<file path="config.mk">
export PLATFORM = sky130hd
export DESIGN_NAME = muldiv_unit
export DESIGN_NICKNAME = d
export VERILOG_FILES = /design/src/rtl/muldiv_unit.sv
export SDC_FILE = /design/constraint.sdc
export NUM_CORES = 1
export LEC_CHECK = 0
export ABC_CLOCK_PERIOD_IN_PS = 2070
export BUFFER_PORTS_ARGS = -buffer_cell sky130_fd_sc_hd__buf_4
export CELL_PAD_IN_SITES_DETAIL_PLACEMENT = 0
export CELL_PAD_IN_SITES_GLOBAL_PLACEMENT = 1
export CORE_MARGIN = 4
export CORE_UTILIZATION = 40
export DETAILED_ROUTE_END_ITERATION = 7
export HOLD_SLACK_MARGIN = 0.03
export PLACE_DENSITY = 0.82
export SYNTH_ARGS = -nofsm -noshare
export SYNTH_HDL_FRONTEND = slang
export SYNTH_SLANG_ARGS = --single-unit
</file>
<file path="constraint.sdc">
create_clock -name clk -period 2.07 [get_ports clk]
set_input_delay 0.414 -clock clk [delete_from_list [all_inputs] [get_ports clk]]
set_output_delay 0.414 -clock clk [all_outputs]
set_load 0.02 [all_outputs]
</file>
<file path="src/rtl/muldiv_unit.sv">
// -----------------------------------------------------------------------------
// muldiv_unit -- iterative unsigned 16-bit multiply / divide unit
//
// One operation at a time: an accepted request runs 16 iterations (one per
// clock) and then presents a one-cycle register-file write.
//   op 00 : low half of a*b     op 01 : high half of a*b
//   op 10 : a / b (quotient)    op 11 : a % b (remainder)
// Division by zero returns quotient 0xFFFF, remainder a, and raises div_by_zero.
//
// Optional feature macro: MULDIV_DIV_EN
//   defined   -> divide/remainder ops are implemented
//   undefined -> divider is absent, requests with op[1]=1 are ignored and
//                div_by_zero is tied low
//
// Ports
//   clk          rising-edge clock
//   rst          asynchronous active-low reset
//   start        operation request (honoured only while idle)
//   op           operation select
//   src_a        multiplicand / dividend
//   src_b        multiplier / divisor
//   dest_add     destination register address
//   busy         high while an operation is in flight (RUN or DONE)
//   wr_en        one-cycle register-file write strobe
//   wr_reg_add   register-file write address (zero when wr_en is low)
//   wr_data      register-file write data (zero when wr_en is low)
//   div_by_zero  divide-by-zero flag, qualified by wr_en
// -----------------------------------------------------------------------------
module muldiv_unit #(
   parameter int DATA_W = 16
) (
   input  logic              clk,
   input  logic              rst,
   input  logic              start,
   input  logic [1:0]        op,
   input  logic [DATA_W-1:0] src_a,
   input  logic [DATA_W-1:0] src_b,
   input  logic [3:0]        dest_add,
   output logic              busy,
   output logic              wr_en,
   output logic [3:0]        wr_reg_add,
   output logic [DATA_W-1:0] wr_data,
   output logic              div_by_zero
);

   typedef enum logic [1:0] {
      IDLE = 2'd0,
      RUN  = 2'd1,
      DONE = 2'd2
   } state_t;

   localparam logic [4:0] LAST_ITER = 5'(DATA_W - 1);

   state_t            state;
   logic [4:0]        cnt;
   logic [DATA_W-1:0] a_q;
   logic [DATA_W-1:0] hi_q;     // product high half / partial remainder
   logic [DATA_W-1:0] lo_q;     // multiplier bits / dividend bits -> quotient
   logic [DATA_W-1:0] hi_nx;
   logic [DATA_W-1:0] lo_nx;
   logic              hi_sel_q; // op[0]: result comes from the high register
   logic [3:0]        dest_q;
   logic              accept;
   logic [DATA_W:0]   mul_sum;
`ifdef MULDIV_DIV_EN
   logic              div_q;
   logic [DATA_W-1:0] b_q;
   logic [DATA_W:0]   rem_sh;
   logic [DATA_W-1:0] rem_diff;
`endif

   assign busy = (state != IDLE);

`ifdef MULDIV_DIV_EN
   assign accept = start && (state == IDLE);
`else
   assign accept = start && (state == IDLE) && !op[1];
`endif

   // One iteration of the shared datapath. Multiply: add a if the current
   // multiplier bit is set, then shift {sum, lo} right. Divide: shift the next
   // dividend bit into the remainder and subtract b when it fits.
   always_comb begin
      // NOTE: every signal written here gets a value on every path, so no latch is inferred.
      mul_sum = {1'b0, hi_q} + (lo_q[0] ? {1'b0, a_q} : '0);
      hi_nx   = mul_sum[DATA_W:1];
      lo_nx   = {mul_sum[0], lo_q[DATA_W-1:1]};
`ifdef MULDIV_DIV_EN
      rem_sh   = {hi_q, lo_q[DATA_W-1]};
      rem_diff = rem_sh[DATA_W-1:0] - b_q;
      if (div_q) begin
         if (rem_sh >= {1'b0, b_q}) begin
            hi_nx = rem_diff;
            lo_nx = {lo_q[DATA_W-2:0], 1'b1};
         end else begin
            hi_nx = rem_sh[DATA_W-1:0];
            lo_nx = {lo_q[DATA_W-2:0], 1'b0};
         end
      end
`endif
   end

   always_ff @(posedge clk or negedge rst) begin
      if (!rst) begin
         // NOTE: sequential state uses non-blocking assignments so all registers update together.
         state      <= IDLE;
         cnt        <= '0;
         a_q        <= '0;
         hi_q       <= '0;
         lo_q       <= '0;
         hi_sel_q   <= 1'b0;
         dest_q     <= '0;
         wr_en      <= 1'b0;
         wr_reg_add <= '0;
         wr_data    <= '0;
`ifdef MULDIV_DIV_EN
         div_q       <= 1'b0;
         b_q         <= '0;
         div_by_zero <= 1'b0;
`endif
      end else begin
         // Write-back outputs are a single-cycle pulse; clear them by default.
         wr_en      <= 1'b0;
         wr_reg_add <= '0;
         wr_data    <= '0;
`ifdef MULDIV_DIV_EN
         div_by_zero <= 1'b0;
`endif
         case (state)
            IDLE: begin
               if (accept) begin
                  a_q      <= src_a;
                  hi_q     <= '0;
                  hi_sel_q <= op[0];
                  dest_q   <= dest_add;
                  cnt      <= '0;
                  state    <= RUN;
`ifdef MULDIV_DIV_EN
                  div_q <= op[1];
                  b_q   <= src_b;
                  lo_q  <= op[1] ? src_a : src_b;
`else
                  lo_q  <= src_b;
`endif
               end
            end
            RUN: begin
               hi_q <= hi_nx;
               lo_q <= lo_nx;
               cnt  <= cnt + 5'd1;
               if (cnt == LAST_ITER) begin
                  state      <= DONE;
                  wr_en      <= 1'b1;
                  wr_reg_add <= dest_q;
                  wr_data    <= hi_sel_q ? hi_nx : lo_nx;
`ifdef MULDIV_DIV_EN
                  div_by_zero <= div_q && (b_q == '0);
`endif
               end
            end
            DONE:    state <= IDLE;
            default: state <= IDLE;
         endcase
      end
   end

`ifndef MULDIV_DIV_EN
   assign div_by_zero = 1'b0;
`endif

endmodule

</file>
Word level (Yosys, flattened, before mapping)

Index checks and enable logic that the tools add are counted.

Add/sub/neg operators: 2
Equality and inequality tests: 4
Multiplexer cells: 17
Reduce and logical (&&, ||, !) cells: 9

Operator list:

| kind                                           | number |
|---|---|
| 2-to-1 mux 16 bit                              | 6 |
| one-hot mux 16 bit (2 select lines)            | 2 |
| adder 16 x 16 -> 17 bit                        | 1 |
| one-hot mux 5 bit (2 select lines)             | 1 |
| 2-to-1 mux 4 bit                               | 2 |
| AND reduction 2 bit                            | 3 |
| adder 5 x 1 -> 5 bit (second input constant)   | 1 |
| == test 5 x 4 -> 1 bit (second input constant) | 1 |
| 2-to-1 mux 5 bit                               | 1 |
| 2-to-1 mux 2 bit                               | 2 |
| inequality test 2 bit (second input constant)  | 2 |
| one-hot mux 2 bit (2 select lines)             | 1 |
| nonzero test 2 bit                             | 2 |
| == test 2 x 1 -> 1 bit (second input constant) | 1 |
| logical AND 1 bit                              | 2 |
| zero test 2 bit                                | 1 |
| 2-to-1 mux 1 bit                               | 2 |
| zero test 1 bit                                | 1 |

Register bits: 81
Bits of input ports: 41
Output and inout port bits: 23
Logic and storage cells: 42

Logic depth before layout (Yosys ltp)

Word-level depth: 5
Mapped depth: 11
Depth with buffers taken out: 11

Least setup slack after synthesis

No wires, ideal clock.

Kind: register to register
Start: register lo_q[0]
End: register wr_data[13]
Arrival: 2107 ps
Path slack: -169 ps
Stages on the path, launching flop included: 11
Clock period less this slack: 2239 ps
Cell sequence: dfrtp_1 clkbuf_1 and2_1 ha_1 a21oi_1 o22ai_1 or3_1 o22ai_2 o21ai_2 xnor2_1 o22ai_1

Cells in the longest elaborated chain, start to end: 5

Ends and longest elaborated chain:

| what                     | line | text |
|---|---|---|
| start: declaration       | 58   | `logic [DATA_W-1:0] lo_q;` |
| start signal: assignment | 143  | `lo_q <= src_b;` |
| start signal: assignment | 149  | `lo_q <= lo_nx;` |
| 2-to-1 mux 16 bit        | 85   | `mul_sum = {1'b0, hi_q} + (lo_q[0] ? {1'b0, a_q} : '0);` |
| adder 16 x 16 -> 17 bit  | 85   |  |
| 2-to-1 mux 16 bit        | 155  | `wr_data <= hi_sel_q ? hi_nx : lo_nx;` |
| 2-to-1 mux 16 bit        | 151  | `if (cnt == LAST_ITER) begin` |
| 2-to-1 mux 16 bit        | 129  | `case (state)` |
| end signal: assignment   | 155  |  |
| end: declaration         | 42   | `output logic [DATA_W-1:0] wr_data,` |

Every way passes these cells.
A chain may end at the register's enable or synchronous reset.

Final worst setup path

Start: register lo_q[0]
End: register hi_q[15]

Cells in the longest elaborated chain, start to end: 3

Ends and longest elaborated chain:

| what                                | line | text |
|---|---|---|
| 2-to-1 mux 16 bit                   | 85   |  |
| adder 16 x 16 -> 17 bit             | 85   |  |
| one-hot mux 16 bit (2 select lines) | 129  |  |
| end signal: assignment              | 148  | `hi_q <= hi_nx;` |
| end: declaration                    | 57   | `logic [DATA_W-1:0] hi_q;` |

Every way passes these cells.

==> impl_summary.log <==
[metrics] outcome: finished with violations
[metrics] violations in the final reports: setup timing
[metrics] synthesis-stage register bit count: 81
[metrics] number of enable-type register cells in the synthesized netlist: 0
[metrics] synthesized instance count: roughly 380
[metrics] wire length of the first global-routing pass: 16.0 mm
[metrics] most frequent cells in the layout: 103 x sky130_fd_sc_hd__buf_4, 80 x sky130_fd_sc_hd__dfrtp_1, 46 x sky130_fd_sc_hd__nand2_1
[metrics] Data required, critical path: 2.37 ns
[metrics] final period demand of the worst path: 2.26 ns
[metrics] first-pass detailed-route iteration total: 4
[metrics] portion of the clock cycle consumed by the worst path in the final layout: 1.09
[metrics] Max Buffers Root-to-Sink: 2
[metrics] antenna-violating nets left: 0
[metrics] cell at the root of the clock tree: sky130_fd_sc_hd__clkbuf_8
[metrics] Final Hold Vio Count: 0
[metrics] count of unresolved DRC violations after routing: 0
[metrics] Achievable Freq: 442 MHz
[metrics] Initial Utilization: 0.411
[metrics] P&R area growth vs syn: 40.9%
[metrics] R2R setup slack: -0.19 ns
[metrics] number of antenna cells inserted: 0
[metrics] number of I/O port buffers: 62
[metrics] instance count along the most critical hold path: 2
[metrics] clock latency on the worst-skew pair: 0.37 ns
[metrics] Final HPWL DP: 6.82 mm
[metrics] routed vias/inst: 5.19
[metrics] Cell variety after synth: 42
[metrics] CP Capture Type: flop
[metrics] instance area after placement: 0.00491 sq mm
[metrics] remaining global-route overflow: 0
[metrics] CTS tree: done
[metrics] cell types occupying the most area after synthesis: sky130_fd_sc_hd__dfrtp_1 50%, sky130_fd_sc_hd__mux2i_1 6.7%, sky130_fd_sc_hd__mux2_2 5.9%, sky130_fd_sc_hd__ha_1 5.6%, sky130_fd_sc_hd__o21ai_0 4.5%
[metrics] type of the worst setup path: flop to flop
[metrics] prevailing post-synth register cell: sky130_fd_sc_hd__dfrtp_1
[metrics] number of antenna violations at the first check in global routing: 0
[metrics] stage delay of the slowest cell on the critical path: 0.41 ns
[metrics] Slowest cell on crit path: sky130_fd_sc_hd__dfrtp_2
[metrics] commonest non-fill, non-tap cell in the layout: sky130_fd_sc_hd__buf_4
[metrics] die height: roughly 110 um
[metrics] max-slew violation total from the final report: 0
[metrics] Placement Rows: 36
[metrics] startpoint class of the critical path: flop
[metrics] number of buffers added by the clock tree synthesis step: 9
[metrics] Die Width: 108 um
[metrics] setup ws final: -0.194 ns
[metrics] Layout Skew: 0.0114 ns
[metrics] post-route cell area: 0.00569 sq mm
[metrics] overall power consumption: 9.22 mW
[metrics] sequential fraction of the synthesis area: 0.502
[metrics] Worst Hold End: dest_q[0]
[metrics] arrival time at the worst endpoint: 2.56 ns
[metrics] nets: between 500 and 600
[metrics] cell area after technology mapping: 0.00404 sq mm
[metrics] ys async rst share: 1.00
[metrics] type of the worst min-delay path: primary input to flop
[metrics] syn avg cell area: roughly 11 sq um
[metrics] worst reg2reg path startpoint: lo_q[0]
[metrics] cells traversed along the worst timing path: and2_4 -> ha_4 -> inv_2 -> fa_2 -> nor2b_4 -> o31ai_4 -> a21oi_2 -> buf_4 -> o31ai_2 -> o31a_1 -> o21ai_1
[metrics] vias post-DR: 3229
[metrics] RSZ-0062 raised after global routing: yes
[metrics] P_leak: 2.59 nW
[metrics] Iter 0 DRT Violations: 126
[metrics] highest metal layer used by the detailed router: met4
[metrics] maximum net fanout on the critical path: 6
[metrics] share of Yosys cell area claimed by the top area cell type: 0.502
[metrics] worst r2r dst: hi_q[15]
[metrics] Tot GR Track Use: 0.177
[metrics] fraction of final layout cells with drive strength greater than 1: 0.450
[metrics] count of endpoints failing setup in the final report: 26
[metrics] routed wire length on met2: 4.97 mm
[metrics] largest net degree at the start of global routing: 49
[metrics] Syn. warnings: 0
[metrics] Cell Pwr Density: 1620 mW/mm^2
[metrics] ports placed on the boundary: 64
[metrics] routability congestion estimate from global placement: 0.851
[metrics] number of max-cap violations: 0
[metrics] via count of the first global-routing pass: ~3200
[metrics] Core Region: 0.00982 sq mm
[metrics] HP Start: dest_add[0]
[metrics] number of sinks on the clock net: 81
[metrics] logic depth of the worst register-to-register path: 11
[metrics] total routed wirelength: roughly 11 mm
[metrics] IR Drop Worst-Case VDD: 0.838 mV
[metrics] cell type contributing the most total cell area after synthesis: sky130_fd_sc_hd__dfrtp_1
[metrics] clock slew at the register clock pins of the worst setup and hold paths: roughly 0.090 ns
[metrics] total die area: 0.0118 sq mm
[metrics] DR WL met3: 557 um
[metrics] Clock H-tree levels: 3
[metrics] net count of the mapped netlist: 441
[metrics] WL/cell: 17.0 um
[metrics] met1 routed wirelength after detailed routing: 4.73 mm
[metal layers]
metal,vias to the layer above,global-route usage
li1,1527,-
met1,1571,0.243
met2,105,0.258
met3,26,0.0448
met4,0,0.0938
met5,-,0
[how the worst max path moves through the flow]
stage,endpoint,slack (ns),depth (start not counted),from
3_3_place_gp,wr_data[13],-0.15,11,lo_q[0]
2_1_floorplan,wr_data[13],-0.02,10,lo_q[0]
6_report,hi_q[15],-0.19,11,lo_q[0]
5_1_grt,wr_data[12],-0.24,11,lo_q[0]
3_5_place_dp,wr_data[13],-0.28,11,lo_q[0]
4_1_cts,wr_data[13],-0.12,10,lo_q[0]
[worst max-delay path: cells and delay by family, from the launching register on]
family | cells | cell delay, ns
DFF | 1 | 0.41
AOI/OAI and AO/OA | 5 | 0.74
buffers and inverters | 2 | 0.20
and+or+nand+nor | 2 | 0.35
adders and majority gates | 2 | 0.50
[synthesized netlist by cell type, types with 2 or more instances]
cell type,instances
sky130_fd_sc_hd__o21bai_1,2
sky130_fd_sc_hd__o22ai_1,7
sky130_fd_sc_hd__ha_1,18
sky130_fd_sc_hd__clkbuf_1,13
sky130_fd_sc_hd__buf_2,3
sky130_fd_sc_hd__xnor2_1,8
sky130_fd_sc_hd__mux2i_1,27
sky130_fd_sc_hd__xor2_1,5
sky130_fd_sc_hd__o31ai_1,2
sky130_fd_sc_hd__mux2_2,21
sky130_fd_sc_hd__inv_1,7
sky130_fd_sc_hd__nand2b_1,6
sky130_fd_sc_hd__a22o_1,6
sky130_fd_sc_hd__a21oi_1,13
sky130_fd_sc_hd__and3_1,5
sky130_fd_sc_hd__nor2b_1,4
sky130_fd_sc_hd__nor2_1,20
sky130_fd_sc_hd__nand3_1,5
sky130_fd_sc_hd__o21ai_0,36
sky130_fd_sc_hd__and2_1,16
sky130_fd_sc_hd__nand4_1,2
sky130_fd_sc_hd__a211oi_1,3
sky130_fd_sc_hd__nand2_1,48
sky130_fd_sc_hd__dfrtp_1,81
sky130_fd_sc_hd__o21a_1,2
sky130_fd_sc_hd__o211ai_1,2
sky130_fd_sc_hd__buf_4,3
sky130_fd_sc_hd__o21ai_1,2
[registers in the layout, indices dropped and copies added (netlist names)]
register / count
lo_q: 16
cnt: 5
wr_reg_add: 4
wr_data: 16
wr_en: 1
hi_sel_q: 1
hi_q: 16
dest_q: 4
a_q: 16
state: 2
[cell families (layout without fill, tap and decap cells)]
family | after synthesis | after routing | synth area share
compound gates | 83 | 83 | 0.125
xor+xnor | 13 | 13 | 0.0282
fa+ha+maj | 19 | 19 | 0.0608
buf+inv | 27 | 135 | 0.0307
flops | 81 | 81 | 0.502
mux | 48 | 48 | 0.126
other cells | 1 | 1 | 0.000929
simple gates | 109 | 109 | 0.126
[power breakdown]
group | internal, mW | switching [mW] | total [mW]
combinational | 2.65 | 2.58 | 5.24
sequential | 2.18 | 0.443 | 2.63
clock | 0.753 | 0.603 | 1.36
[final cells by class]
cell class	instances	area (sq um)
Timing Repair Buffer	112	876
Sequential cell	81	2030
Clock buffer	11	151
Tap cell	133	166
Clock inverter	5	85.1
Fill cell	857	4130
Multi-Input combinational cell	273	2350
Inverter	7	26.3
[per-stage QoR]
stage / setup TNS (ns) / setup WS [ns] / hold WS, ns / std cells / utilization
global route: -4.74 / -0.245 / 0.250 / 622 / 0.579
CTS: -0.770 / -0.122 / 0.253 / 614 / 0.555
global placement: -1.97 / -0.153 / 0.298 / 589 / 0.500
detailed placement: -3.54 / -0.284 / 0.306 / 589 / 0.500
floorplan: -0.0275 / -0.0166 / 0.118 / 381 / -
finish: -2.82 / -0.194 / 0.267 / 622 / 0.579
[what timing repair did]
| item | in CTS | in global routing |
|---|---|---|
| setup buffers | 8 | 9 |
| pin swaps | 21 | 24 |
| hold buffers | 1 | 0 |
| setup endpoints to repair | 24 | 26 |
| endpoints found under the hold margin | 16 | 0 |
| gates resized for setup | 52 | 35 |
| gates cloned | 0 | 0 |
(Power assumes the default switching activity.)
